--- src/rtl/picoram_uart_tx_pkg.sv ---
// Shared UART definitions: FSM state encoding, frame constants and the
// divider register write helper (lane merge with minimum clamp).
package picoram_uart_tx_pkg;

    localparam int unsigned DATA_BITS = 8;
    localparam int unsigned DIV_MIN   = 2;
    localparam int unsigned DIV_W     = 32;

    typedef enum logic [1:0] {
        ST_IDLE  = 2'd0,
        ST_START = 2'd1,
        ST_DATA  = 2'd2,
        ST_STOP  = 2'd3
    } uart_state_e;

    // Merge enabled byte lanes into the current divider; never store below DIV_MIN.
    function automatic logic [DIV_W-1:0] div_merge(input logic [DIV_W-1:0] cur,
                                                   input logic [3:0]       we,
                                                   input logic [DIV_W-1:0] di);
        logic [DIV_W-1:0] v;
        v = cur;
        for (int i = 0; i < 4; i++) begin
            if (we[i]) v[8*i +: 8] = di[8*i +: 8];
        end
        if (v < DIV_W'(DIV_MIN)) v = DIV_W'(DIV_MIN);
        return v;
    endfunction

endpackage

--- src/rtl/picoram_uart_tx_if.sv ---
// SoC register-bus side of the UART transmitter.
//   reg_div_we/di/do : divider register byte-lane write and readback
//   reg_dat_we/di    : byte push into the TX FIFO
//   reg_dat_wait     : bus stall while a push targets a full FIFO
interface picoram_uart_tx_if;
    logic [3:0]  reg_div_we;
    logic [31:0] reg_div_di;
    logic [31:0] reg_div_do;
    logic        reg_dat_we;
    logic [7:0]  reg_dat_di;
    logic        reg_dat_wait;

    modport master (
        output reg_div_we, reg_div_di, reg_dat_we, reg_dat_di,
        input  reg_div_do, reg_dat_wait
    );

    modport slave (
        input  reg_div_we, reg_div_di, reg_dat_we, reg_dat_di,
        output reg_div_do, reg_dat_wait
    );
endinterface

--- src/rtl/picoram_sync_fifo.sv ---
// Synchronous FIFO with extra-bit pointers; full/empty from pointer compare.
//   push/din  : write when not full
//   pop/dout  : dout is the head entry, advanced when pop and not empty
//   level     : entries queued, full/empty flags derived from registered pointers
module picoram_sync_fifo #(
    parameter  int unsigned WIDTH = 8,
    parameter  int unsigned DEPTH = 4,
    localparam int unsigned AW    = $clog2(DEPTH)
) (
    input  logic             clk,
    input  logic             resetn,
    input  logic             push,
    input  logic             pop,
    input  logic [WIDTH-1:0] din,
    output logic [WIDTH-1:0] dout,
    output logic [AW:0]      level,
    output logic             full,
    output logic             empty
);

    logic [WIDTH-1:0] mem [DEPTH];
    logic [AW:0]      wr_ptr;
    logic [AW:0]      rd_ptr;
    logic             do_push;
    logic             do_pop;

    assign do_push = push & ~full;
    assign do_pop  = pop & ~empty;

    assign level = wr_ptr - rd_ptr;
    assign empty = (wr_ptr == rd_ptr);
    assign full  = (wr_ptr[AW-1:0] == rd_ptr[AW-1:0]) && (wr_ptr[AW] != rd_ptr[AW]);
    assign dout  = mem[rd_ptr[AW-1:0]];

    // Pointer update
    always_ff @(posedge clk or negedge resetn) begin
        if (!resetn) begin
            wr_ptr <= '0;
            rd_ptr <= '0;
        end else begin
            if (do_push) wr_ptr <= wr_ptr + (AW+1)'(1);
            if (do_pop)  rd_ptr <= rd_ptr + (AW+1)'(1);
        end
    end

    // Storage, no reset needed: entries are only read once written
    always_ff @(posedge clk) begin
        if (do_push) mem[wr_ptr[AW-1:0]] <= din;
    end

endmodule

--- src/rtl/picoram_uart_tx.sv ---
// UART transmitter: bus-written bytes are queued in a FIFO and sent 8N1
// (STOP_BITS configurable) on ser_tx, LSB first, div clk per bit.
//   clk, resetn : clock, async active-low reset
//   bus         : register bus (divider register, data push, wait)
//   fifo_level  : bytes queued
//   tx_busy     : FIFO non-empty or frame in progress (registered)
//   ser_tx      : serial line, idle high (registered)
module picoram_uart_tx
    import picoram_uart_tx_pkg::*;
#(
    parameter  int unsigned FIFO_DEPTH = 4,
    parameter  int unsigned DIV_RESET  = 106,
    parameter  int unsigned STOP_BITS  = 1,
    localparam int unsigned LVL_W      = $clog2(FIFO_DEPTH) + 1
) (
    input  logic               clk,
    input  logic               resetn,
    picoram_uart_tx_if.slave   bus,
    output logic [LVL_W-1:0]   fifo_level,
    output logic               tx_busy,
    output logic               ser_tx
);

    uart_state_e      state;
    logic [DIV_W-1:0] div_q;
    logic [DIV_W-1:0] div_frame;
    logic [DIV_W-1:0] timer;
    logic [DIV_W-1:0] stop_len;
    logic [7:0]       shift;
    logic [2:0]       bit_cnt;

    logic             fifo_full;
    logic             fifo_empty;
    logic [7:0]       fifo_dout;
    logic             timer_zero;
    logic             pop_c;
    logic             push_ok_c;
    logic [LVL_W:0]   level_next_c;
    logic             busy_next_c;

    assign bus.reg_div_do   = div_q;
    assign bus.reg_dat_wait = bus.reg_dat_we & fifo_full;

    assign timer_zero = (timer == '0);
    assign stop_len   = DIV_W'(STOP_BITS) * div_frame;

    // Pop on an idle line, or on the final stop cycle for zero-gap back-to-back frames
    assign pop_c     = ~fifo_empty && ((state == ST_IDLE) || (state == ST_STOP && timer_zero));
    assign push_ok_c = bus.reg_dat_we & ~fifo_full;

    // Busy value after this edge: frame continuing/starting or FIFO still holding data
    assign level_next_c = {1'b0, fifo_level} + (LVL_W+1)'(push_ok_c) - (LVL_W+1)'(pop_c);
    assign busy_next_c  = pop_c || (level_next_c != '0) ||
                          ((state != ST_IDLE) && !(state == ST_STOP && timer_zero));

    picoram_sync_fifo #(
        .WIDTH (8),
        .DEPTH (FIFO_DEPTH)
    ) u_fifo (
        .clk    (clk),
        .resetn (resetn),
        .push   (bus.reg_dat_we),
        .pop    (pop_c),
        .din    (bus.reg_dat_di),
        .dout   (fifo_dout),
        .level  (fifo_level),
        .full   (fifo_full),
        .empty  (fifo_empty)
    );

    // Divider register, bit timer, bit counter, FSM and line driver
    always_ff @(posedge clk or negedge resetn) begin
        if (!resetn) begin
            state     <= ST_IDLE;
            ser_tx    <= 1'b1;
            tx_busy   <= 1'b0;
            div_q     <= DIV_W'(DIV_RESET);
            div_frame <= DIV_W'(DIV_RESET);
            timer     <= '0;
            shift     <= '0;
            bit_cnt   <= '0;
        end else begin
            tx_busy <= busy_next_c;
            if (|bus.reg_div_we) div_q <= div_merge(div_q, bus.reg_div_we, bus.reg_div_di);

            case (state)
                ST_IDLE: begin
                    if (pop_c) begin
                        shift     <= fifo_dout;
                        ser_tx    <= 1'b0;
                        div_frame <= div_q;
                        timer     <= div_q - DIV_W'(1);
                        state     <= ST_START;
                    end
                end
                ST_START: begin
                    if (timer_zero) begin
                        ser_tx  <= shift[0];
                        bit_cnt <= '0;
                        timer   <= div_frame - DIV_W'(1);
                        state   <= ST_DATA;
                    end else begin
                        timer <= timer - DIV_W'(1);
                    end
                end
                ST_DATA: begin
                    if (timer_zero) begin
                        if (bit_cnt == 3'(DATA_BITS - 1)) begin
                            ser_tx <= 1'b1;
                            timer  <= stop_len - DIV_W'(1);
                            state  <= ST_STOP;
                        end else begin
                            ser_tx  <= shift[1];
                            shift   <= shift >> 1;
                            bit_cnt <= bit_cnt + 3'd1;
                            timer   <= div_frame - DIV_W'(1);
                        end
                    end else begin
                        timer <= timer - DIV_W'(1);
                    end
                end
                ST_STOP: begin
                    if (timer_zero) begin
                        if (pop_c) begin
                            shift     <= fifo_dout;
                            ser_tx    <= 1'b0;
                            div_frame <= div_q;
                            timer     <= div_q - DIV_W'(1);
                            state     <= ST_START;
                        end else begin
                            state <= ST_IDLE;
                        end
                    end else begin
                        timer <= timer - DIV_W'(1);
                    end
                end
                default: state <= ST_IDLE;
            endcase
        end
    end

endmodule

--- src/flat_wrapper.sv ---
// flat-port wrapper written by rule: the top's interface ports become plain ports
module picoram_uart_tx_flat import picoram_uart_tx_pkg::*;
#(
    parameter  int unsigned FIFO_DEPTH = 4,
    parameter  int unsigned DIV_RESET  = 106,
    parameter  int unsigned STOP_BITS  = 1,
    localparam int unsigned LVL_W      = $clog2(FIFO_DEPTH) + 1
)
  (clk, resetn, fifo_level, tx_busy, ser_tx, bus_reg_div_we, bus_reg_div_di, bus_reg_dat_we, bus_reg_dat_di, bus_reg_div_do, bus_reg_dat_wait);
  picoram_uart_tx_if bus_i ();
  input  logic clk;
  input  logic resetn;
  output logic [LVL_W-1:0] fifo_level;
  output logic tx_busy;
  output logic ser_tx;
  input wire logic [$bits(bus_i.reg_div_we)-1:0] bus_reg_div_we;
  input wire logic [$bits(bus_i.reg_div_di)-1:0] bus_reg_div_di;
  input wire logic [$bits(bus_i.reg_dat_we)-1:0] bus_reg_dat_we;
  input wire logic [$bits(bus_i.reg_dat_di)-1:0] bus_reg_dat_di;
  output wire logic [$bits(bus_i.reg_div_do)-1:0] bus_reg_div_do;
  output wire logic [$bits(bus_i.reg_dat_wait)-1:0] bus_reg_dat_wait;
  assign bus_i.reg_div_we = bus_reg_div_we;
  assign bus_i.reg_div_di = bus_reg_div_di;
  assign bus_i.reg_dat_we = bus_reg_dat_we;
  assign bus_i.reg_dat_di = bus_reg_dat_di;
  assign bus_reg_div_do = bus_i.reg_div_do;
  assign bus_reg_dat_wait = bus_i.reg_dat_wait;
  picoram_uart_tx #(.FIFO_DEPTH(FIFO_DEPTH), .DIV_RESET(DIV_RESET), .STOP_BITS(STOP_BITS)) u_core (.clk(clk), .resetn(resetn), .bus(bus_i), .fifo_level(fifo_level), .tx_busy(tx_busy), .ser_tx(ser_tx));
endmodule
--- config.mk ---
export PLATFORM = sky130hd
export DESIGN_NAME = picoram_uart_tx_flat
export DESIGN_NICKNAME = d
export VERILOG_FILES = /design/src/rtl/picoram_uart_tx_pkg.sv /design/src/rtl/picoram_uart_tx_if.sv /design/src/rtl/picoram_sync_fifo.sv /design/src/rtl/picoram_uart_tx.sv /design/src/flat_wrapper.sv
export SDC_FILE = /design/constraint.sdc
export NUM_CORES = 1
export LEC_CHECK = 0
export BUFFER_PORTS_ARGS = -buffer_cell sky130_fd_sc_hd__buf_2
export CAP_MARGIN = 0
export CORE_ASPECT_RATIO = 0.6
export CORE_MARGIN = 10
export CORE_UTILIZATION = 60
export CTS_CLUSTER_DIAMETER = 100
export CTS_CLUSTER_SIZE = 16
export DETAILED_ROUTE_END_ITERATION = 7
export PLACE_DENSITY_LB_ADDON = 0.3
export SLEW_MARGIN = 20
export SYNTH_ARGS = -nofsm -noshare
export SYNTH_HDL_FRONTEND = slang
export SYNTH_SLANG_ARGS = --single-unit
--- constraint.sdc ---
create_clock -name clk -period 4.8 [get_ports clk]
set_input_delay 0.48 -clock clk [delete_from_list [all_inputs] [get_ports clk]]
set_output_delay 0.48 -clock clk [all_outputs]
set_load 0.01 [all_outputs]
Yosys cells after proc, flatten, opt, wreduce, memory -nomap -nowiden --
Memory sizes are Yosys's and may differ from the RTL's. Cells that the tools add are included.
Operators by class: $add $sub $neg 9, order comparisons 1, equality and inequality tests 13, multiplexer cells 40, bitwise gates (word level) 5, reductions and logical operators 22
Operators with widths (number):
- $mux 32 | 6
- $mux 8 | 12
- $pmux 32 s3 | 1
- $sub 32x1->32 const B | 3
- $pmux 32 s2 | 1
- $logic_not 32->1 | 1
- $lt 32x2->1 const B | 1
- $pmux 8 s3 | 1
- $mux 2 | 5
- $ne 2x1->1 const B | 5
- $add 3x1->3 const B | 3
- $mux 3 | 3
- $mux 1 | 8
- $pmux 2 s4 | 1
- $reduce_and 4->1 | 2
- $pmux 3 s2 | 1
- $reduce_bool 2->1 | 3
- $reduce_and 5->1 | 1
- $add 3x1->4 | 1
- $eq 2x2->1 const B | 2
- $logic_and 1x1->1 | 4
- $pmux 1 s4 | 1
- $reduce_bool 4->1 | 1
- $reduce_or 4->1 | 1
- other kinds (17) | 22
Storage, ports and cells: bits in registers 117, memory bits (writable) 32, input bits 47, output and inout bits 38, word-level logic and storage cells 101, memories kept 1
Memories:
- u_core.u_fifo.mem | words 4, bits a word 8, read ports 1, clocked after memory_dff 0, write ports 1, RTL line picoram_sync_fifo.sv:21 | logic [WIDTH-1:0] mem [DEPTH];

Logic depth before layout (Yosys ltp) --
Gate-level depths: netlist (run 1).
depth in word-level cells 9, depth in mapped cells 16, depth with buffers taken out 14

Modules after synthesis --
A second synthesis (run 1) with hierarchy kept.
Second synthesis, totals: cells, all modules 848, area total of the unflattened synthesis 8764.7 µm²
Modules (own cells, without submodules):
- picoram_uart_tx | times used 1, cells each 761, area an instance 7153.1 µm², seq. area each 2788.9 µm²
- picoram_sync_fifo | times used 1, cells each 87, area an instance 1611.5 µm², seq. area each 1111.1 µm²

Worst setup path before layout (run 1) --
Ideal clock, no wire load.
path kind register to register, start register u_core.timer[4], end register u_core.tx_busy, setup time 0.133 ns, arrival time 3.180 ns, required time 4.667 ns, path slack 1.487 ns, stages on the path, launching flop included 15, buffers on the path 3, period minus slack after synthesis 3.313 ns, cell sequence dfrtp_1 buf_2 nor4_4 and4_1 buf_4 a41o_1 nand2_1 inv_1 buf_2 ha_1 inv_1 ha_1 fa_1 nor4_1 nand3_1
Between the ends: cells in the longest elaborated chain, start to end 8, elaborated cells on any way between the ends 10, classes of those cells add/sub (1); reduce/logical (9)
RTL lines:
- start, declared | RTL line picoram_uart_tx.sv:27 | logic [DIV_W-1:0] timer;
- start signal, assigned | RTL line picoram_uart_tx.sv:92 | timer <= div_q - DIV_W'(1);
- start signal, assigned | RTL line picoram_uart_tx.sv:100 | timer <= div_frame - DIV_W'(1);
- start signal, assigned | RTL line picoram_uart_tx.sv:103 | timer <= timer - DIV_W'(1);
- $logic_not 32->1 * | RTL line picoram_uart_tx.sv:44 | assign timer_zero = (timer == '0);
- $logic_and 1x1->1 * | RTL line picoram_uart_tx.sv:48, picoram_uart_tx.sv:54
- $logic_or 1x1->1 | RTL line picoram_uart_tx.sv:48 | assign pop_c = ~fifo_empty && ((state == ST_IDLE) || (state == ST_STOP && timer_zero));
- $logic_and 1x1->1 | RTL line picoram_uart_tx.sv:48
- $sub 4x1->4 | RTL line picoram_uart_tx.sv:52 | assign level_next_c = {1'b0, fifo_level} + (LVL_W+1)'(push_ok_c) - (LVL_W+1)'(pop_c);
- $reduce_bool 4->1 | RTL line picoram_uart_tx.sv:53 | assign busy_next_c = pop_c || (level_next_c != '0) ||
- $logic_or 1x1->1 | RTL line picoram_uart_tx.sv:53
- $logic_or 1x1->1 * | RTL line picoram_uart_tx.sv:53
- named net u_core.busy_next_c | RTL line picoram_uart_tx.sv:39 | logic busy_next_c;
- end signal, assigned | RTL line picoram_uart_tx.sv:83 | tx_busy <= busy_next_c;
- end, declared | RTL line picoram_uart_tx.sv:20 | output logic tx_busy,
Mark *: on every way through the listed nets, which the timed path passes. The rest lies on a longest branch. A chain may end at the register's enable or synchronous reset.

Worst setup path after layout (run 1) --
start register u_core.timer[16], end register u_core.tx_busy
The elaborated chain is that of the path after synthesis.

==> results of run 1 <==
[registers in the layout (all words and copies together), names as in the netlist]
register,flops
u_core.bit_cnt,3
u_core.ser_tx,1
u_core.u_fifo.wr_ptr,3
u_core.div_frame,32
u_core.u_fifo.rd_ptr,3
u_core.timer,32
u_core.shift,8
u_core.state,2
u_core.tx_busy,1
u_core.bus.reg_div_do,32
u_core.u_fifo.mem,32
[layer usage]
metal	vias up	GRT usage, %	routed length [um]
met5	-	0	0
met4	0	6.524	449
met3	44	7.005	2649
met2	414	34.48	10620
met1	3537	36.01	10870
li1	3162	-	-
[report_power, final]
group / internal [W] / switching [W] / total (W)
sequential: 0.00175 / 0.000499 / 0.00225
combinational: 0.00137 / 0.00195 / 0.00332
clock: 0.000746 / 0.000597 / 0.00134
[layout by cell type (no fill, tap or decap), types with 7 or more instances in the layout]
cell,instances
inv_1,21
dfstp_2,9
nand2_1,30
a21oi_1,19
nor2_1,56
inv_6,7
clkbuf_16,17
nor4_1,36
nor3_1,38
buf_4,11
nand3_1,13
nand4_1,12
or4_1,15
o21ai_0,19
dfrtp_1,108
mux4_2,8
and2_1,8
o22ai_1,10
ha_1,22
or3_1,12
a31oi_1,8
xor2_1,53
a22oi_1,25
mux2_2,42
buf_2,83
edfxtp_1,32
o32ai_1,12
xnor2_1,37
mux2_1,18
[worst max-delay path by stage]
stage	slack, ps	startpoint	end	cells past startpoint
6_report	840	u_core.timer[16]$_DFF_PN0_	u_core.tx_busy$_DFF_PN0_	11
4_1_cts	940	u_core.timer[16]$_DFF_PN0_	u_core.tx_busy$_DFF_PN0_	11
3_5_place_dp	950	u_core.timer[16]$_DFF_PN0_	u_core.tx_busy$_DFF_PN0_	11
5_1_grt	660	u_core.timer[16]$_DFF_PN0_	u_core.tx_busy$_DFF_PN0_	11
3_3_place_gp	1250	u_core.timer[16]$_DFF_PN0_	u_core.tx_busy$_DFF_PN0_	11
2_1_floorplan	1490	u_core.timer[4]$_DFF_PN0_	u_core.tx_busy$_DFF_PN0_	14
[synth_stat cells, drive strengths merged, types with 13 or more instances]
library cell    n  area (sq um)
dfrtp         108          2703
clkbuf         35         131.4
nor3           38         190.2
nor4           41         296.5
nor2           56         210.2
a22oi          25         187.7
inv            21         78.83
nand2          30         112.6
mux2           60         675.6
o21ai          21         105.1
ha             22         275.3
nand3          13         65.06
xor2           53         464.2
a21oi          19         95.09
edfxtp         32         960.9
xnor2          37         324.1
or4            15         112.6
[metrics by stage]
stage / setup slack [ps] / hold WS, ps / area, sq um / std cells
6_report: 836.9 / 84.48 / 9769 / 1074
5_1_grt: 657.9 / 157.4 / 9769 / 1074
4_1_cts: 941.7 / 261.1 / 9766 / 1074
3_5_place_dp: 950.4 / 478.1 / 9188 / 1042
3_3_place_gp: 1254 / 483.3 / 9188 / 1042
2_1_floorplan: 1487 / 184.4 / 8636 / 801
[final cells by class]
cell class                      count  area, sq um  area share, %
Multi-Input combinational cell    584         4459          45.65
Sequential cell                   149         3900          39.92
Timing Repair Buffer               95        509.2          5.213
Clock buffer                       19        442.9          4.534
Tap cell                          192        240.2          2.459
Clock inverter                     13        135.1          1.383
Inverter                           22        82.58         0.8453
[kinds of logic (layout without fill, tap and decap cells)]
logic type	count (synthesis)	after routing	share of synthesized area, %
simple gates	255	255	16.36
flops	149	149	45.16
compound gates	143	143	12.13
xor+xnor	90	90	9.128
mux	72	72	10.37
buf+inv	68	149	3.202
fa+ha+maj	24	24	3.651
==> results by group, run 1 <==
Timing
  • RSZ-0062 raised after global routing: false
  • Fin crit period: 3963 ps
  • Slew of the pin with the lowest slew margin: 1041 ps
  • Final Setup Violations: 0
  • FMAX: 252.3 MHz
  • Slew headroom: 30.28%
  • Max-slew violation count: 0
  • Period utilisation layout: 82.56%
  • Setup TNS: 0 ps
  • Clock Skews: 10.15 ps
  • Final hold vios: 0

Die
  • Starting Density: 62.25%
  • Row count: 33
  • Die area: 19750 sq um
  • Die width: 174.9 um
  • Core Footprint: 13870 sq um
  • Die Ht: 112.9 um
  • Io pins: 85

Global route
  • First-pass GRT wire length: 38720 um
  • Largest net degree at the start of global routing: 81
  • Number of global-route vias before repair: 6970
  • Initial antenna violation count: 0
  • GRT Total Usage: 24.51%
  • GR Overflow Total: 0

Min path
  • Hold Path Class: in2async

Job
  • Max-Cap Viols: 0

Run status
  • Status: finished, final reports clean

Power and ir drop
  • Leakage power: 3.981 nW
  • Total Power: 0.006914 W
  • Max IR drop VDD: 0.4639 mV
  • Pwr per Cell Area: 707.7 nW/um^2

Setup path
  • Startpoint types: flop
  • R2R Setup Slk: 840 ps
  • CP max stage delay: 670 ps
  • Setup Crit Path Kind: reg2reg
  • Slowest cell on crit path: nor4_2
  • Critical-path cell list: nor4_2 -> and4_1 -> a41o_1 -> nand2_1 -> inv_1 -> ha_1 -> inv_1 -> ha_1 -> fa_1 -> nor4_1 -> nand3_1
  • Worst path buffer plus inverter count: 2
  • Max FO, Critical Path: 10
  • Largest delay share family, worst path: simple AND/OR/NAND/NOR gates
  • Req. time, crit path: 5090 ps
  • R2r worst-path depth: 11
  • Worst Setup End Kind: flop
  • Reg-to-reg startpoint: u_core.timer[16]$_DFF_PN0_
  • R2R Path End: u_core.tx_busy$_DFF_PN0_
  • CP Data Arrival Time: 4250 ps

Routing
  • Routed vias/inst: 6.664
  • DR vias: 7157
  • Number of remaining DRC errors: 0
  • Routed WL: 24590 um
  • Antenna-violating nets left: 0
  • WL/cell: 22.89 um
  • TritonRoute pass-1 iters: 6
  • Detailed Route Iter0 Violations: 1059

Clock network
  • CTS hold repair buffers: 0
  • Sink Count: 149
  • Post-CTS Resized: 0
  • Clock Tree Buf Depth: 2
  • H-tree level count: 4
  • Num CTS Buffers: 17
  • Clk Latency, worst-skew pair: 430 ps
  • Reg clk slew, reported paths: 60 ps
  • Postcts setup bufs: 0
  • CTS root buf: clkbuf_16
  • CTS tree: yes

Yosys
  • Seq cells post-synth: 149
  • Synth Warn #: 0
  • Synth Flop Type: dfrtp_1
  • Avg Cell Area, Syn: 10.78 sq um
  • Synth unique cells: 69
  • Post-synth EDFFs: 32
  • Register area share after synthesis: 45.16%
  • Post-Syn Area: 8636 sq um
  • Ys async rst share: 78.52%
  • Cells after synthesis: 801
  • Post-Syn Nets: 872

Placed design
  • Gpl congestion: 0.9545
  • PortBufs: 84
  • Post-DP HPWL: 17870 um

Layout
  • Post-Route Utilization: 70.42%
  • Share of layout cells above drive strength 1: 22.90%
  • Ant diodes: 0
  • Synthesis-to-finish area growth: 13.13%
  • NumNets Final: 940
  • Fillers: 1003
Power figures use the tool's default switching activity.
==> inputs of run 2 (changes only) <==
--- a/config.mk
+++ b/config.mk
@@ -9,7 +9,7 @@
 export CAP_MARGIN = 0
 export CORE_ASPECT_RATIO = 0.6
 export CORE_MARGIN = 10
-export CORE_UTILIZATION = 60
+export CORE_UTILIZATION = 54
 export CTS_CLUSTER_DIAMETER = 100
 export CTS_CLUSTER_SIZE = 16
 export DETAILED_ROUTE_END_ITERATION = 7
==> constraint.sdc (replaced) <==
create_clock -name clk -period 3.6 [get_ports clk]
set_input_delay 0.36 -clock clk [delete_from_list [all_inputs] [get_ports clk]]
set_output_delay 0.36 -clock clk [all_outputs]
set_load 0.01 [all_outputs]
==> results by group, run 2 (same netlist as run 1, synthesis figures left out) <==
Run status
  • Status: finished, final reports clean

Timing
  • Clock Skews: 14.83 ps (+4.681 ps)
  • Slew headroom: 32.16% (+1.9 points)
  • Slew of the pin with the lowest slew margin: 1013 ps (-28.06 ps)
  • Max-slew violation count: 0 (unchanged)
  • Fin crit period: 3190 ps (-773.0 ps)
  • Setup TNS: 0 ps (unchanged)
  • FMAX: 313.5 MHz (+24%)
  • Final Setup Violations: 0 (unchanged)
  • Period utilisation layout: 88.61% (+6.0 points)
  • Final hold vios: 0 (unchanged)
  • RSZ-0062 raised after global routing: false

Power and ir drop
  • Leakage power: 4.077 nW (+2.4%)
  • Pwr per Cell Area: 939.9 nW/um^2 (+33%)
  • Logic pwr share: 47.7% (-0.3 points)
  • Switching Fraction: 43.01% (-1.0 points)
  • Sw Pwr: 0.004017 W (+32%)
  • Clock power frac: 20.0% (+0.6 points)
  • Max IR drop VDD: 0.6958 mV (+50%)
  • Sequential power share: 32.2% (-0.4 points)
  • Power Internal: 0.005322 W (+38%)

Clock network
  • Postcts setup bufs: 0 (unchanged)
  • Reg clk slew, reported paths: 70 ps (about the same)
  • CTS tree: yes
  • Clk Latency, worst-skew pair: 420 ps (about the same)
  • Num CTS Buffers: 17 (unchanged)
  • CTS root buf: clkbuf_16
  • H-tree level count: 4 (unchanged)
  • Post-CTS Resized: 0 (unchanged)
  • CTS hold repair buffers: 0 (unchanged)
  • Clock Tree Buf Depth: 2 (unchanged)
  • Sink Count: 149 (unchanged)

Placed design
  • Gpl congestion: 0.9187 (-3.8%)
  • PortBufs: 84 (unchanged)
  • Post-DP HPWL: 17440 um (-2.4%)

Routing
  • WL/cell: 21.98 um (-4.0%)
  • Antenna-violating nets left: 0 (unchanged)
  • Routed vias/inst: 6.392 (-4.1%)
  • DR vias: 7025 (-1.8%)
  • TritonRoute pass-1 iters: 6 (unchanged)
  • Routed WL: 24150 um (-1.8%)
  • Detailed Route Iter0 Violations: 822 (-22%)
  • Number of remaining DRC errors: 0 (unchanged)

Die
  • Io pins: 85 (unchanged)
  • Starting Density: 55.71% (-6.5 points)
  • Row count: 35 (+6.1%)
  • Die width: 183.3 um (+4.8%)
  • Core Footprint: 15500 sq um (+12%)
  • Die area: 21620 sq um (+9.5%)
  • Die Ht: 118.0 um (+4.4%)

Global route
  • Number of global-route vias before repair: 7001 (+0.44%)
  • GR Overflow Total: 0 (unchanged)
  • Largest net degree at the start of global routing: 62 (-23%)
  • Initial antenna violation count: 0 (unchanged)
  • First-pass GRT wire length: 39000 um (+0.73%)
  • GRT Total Usage: 22.33% (-2.2 points)

Job
  • Max-Cap Viols: 0 (unchanged)

Layout
  • Synthesis-to-finish area growth: 15.07%
  • Share of layout cells above drive strength 1: 24.22% (+1.3 points)
  • Most frequent cells in the layout: dfrtp_1, buf_2, nor2_1, xor2_1, mux2_2
  • Commonest non-fill, non-tap cell in the layout: dfrtp_1
  • Ant diodes: 0 (unchanged)
  • NumNets Final: 954 (+1.5%)
  • Fillers: 1267 (+26%)
  • Post-Route Utilization: 64.10% (-6.3 points)

Setup path
  • R2r worst-path depth: 11 (unchanged)
  • Largest delay share family, worst path: simple AND/OR/NAND/NOR gates
  • R2R Path End: u_core.tx_busy$_DFF_PN0_
  • Setup Crit Path Kind: reg2reg
  • R2R Setup Slk: 410 ps (-430 ps)
  • Worst Setup End Kind: flop
  • Slowest cell on crit path: and4b_1
  • Reg-to-reg startpoint: u_core.timer[21]$_DFF_PN0_
  • Max FO, Critical Path: 9 (-1)
  • Startpoint types: flop
  • Critical-path cell list: nor4_2 -> and4b_1 -> a41o_1 -> nand2_1 -> inv_1 -> ha_1 -> inv_1 -> ha_1 -> fa_1 -> nor4_1 -> nand3_1
  • Worst path buffer plus inverter count: 2 (unchanged)
  • CP Data Arrival Time: 3480 ps (-770 ps)
  • Req. time, crit path: 3890 ps (-1200 ps)
  • CP max stage delay: 480 ps (-190 ps)

Min path
  • Hold Path Class: in2async
run 2: changes by cell type in the layout (fill, tap and decap cells not counted), sizes merged:
cell	before	now
buf	95	109
clkinv	3	5
inv	30	28
bufinv	1	2
clkinvlp	1	0
run 2: worst reg2reg max path: stages (launching register included):
cell and delay (ps):
dfrtp_1 440, nor4_2 430, and4b_1 480, a41o_1 280, nand2_1 80, inv_1 80, ha_1 220, inv_1 60
ha_1 170, fa_1 420, nor4_1 290, nand3_1 110
run 2: worst max path at each step:
stage	depth (start not counted)	start	slack, ps	endpoint
after floorplan	14	u_core.timer[4]$_DFF_PN0_	290	u_core.tx_busy$_DFF_PN0_
after global placement	11	u_core.timer[21]$_DFF_PN0_	540	u_core.tx_busy$_DFF_PN0_
after detailed placement	11	u_core.timer[21]$_DFF_PN0_	430	u_core.tx_busy$_DFF_PN0_
after CTS	11	u_core.timer[21]$_DFF_PN0_	440	u_core.tx_busy$_DFF_PN0_
after global routing	11	u_core.timer[21]$_DFF_PN0_	210	u_core.tx_busy$_DFF_PN0_
final	11	u_core.timer[21]$_DFF_PN0_	410	u_core.tx_busy$_DFF_PN0_
run 2: metal layers:
layer	wire length (um)	up-vias	GRT usage (%)	share of wire (%)
met4	141	0	4.386	0.58
li1	-	3190	-	-
met3	2705	16	7.244	11
met1	11400	3458	34.10	47
met5	0	-	0	0
met2	9903	361	29.55	41
run 2: cell type report:
type / count / area [sq um] / share of cell area (%)
Multi-Input combinational cell: 584 / 4459 / 44.88
Sequential cell: 149 / 3900 / 39.25
Timing Repair Buffer: 109 / 623.1 / 6.270
Clock buffer: 19 / 457.9 / 4.608
Tap cell: 203 / 254.0 / 2.556
Clock inverter: 13 / 160.2 / 1.612
Inverter: 22 / 82.58 / 0.8310
run 2: per-stage QoR:
| step | total power, W | hold WS, ps | setup slack [ps] | instance area [sq um] | std cells |
|---|---|---|---|---|---|
| floorplan | 0.006039 | 64.41 | 287.2 | 8636 | 801 |
| global placement | 0.007264 | 473.7 | 538.2 | 9319 | 1067 |
| detailed placement | 0.007352 | 483.6 | 430.0 | 9319 | 1067 |
| CTS | 0.009259 | 32.15 | 439.7 | 9937 | 1099 |
| global route | 0.009913 | 53.18 | 211.4 | 9937 | 1099 |
| finish | 0.009339 | 10.57 | 409.9 | 9937 | 1099 |
run 2: power by group through the flow:
stage	sequential, W	combinational, W	clock (W)
floorplan	0.00281	0.00322	0
global placement	0.00298	0.00429	0
detailed placement	0.00301	0.00434	0
CTS	0.00299	0.00439	0.00189
global route	0.00309	0.00487	0.00196
finish	0.00301	0.00446	0.00187
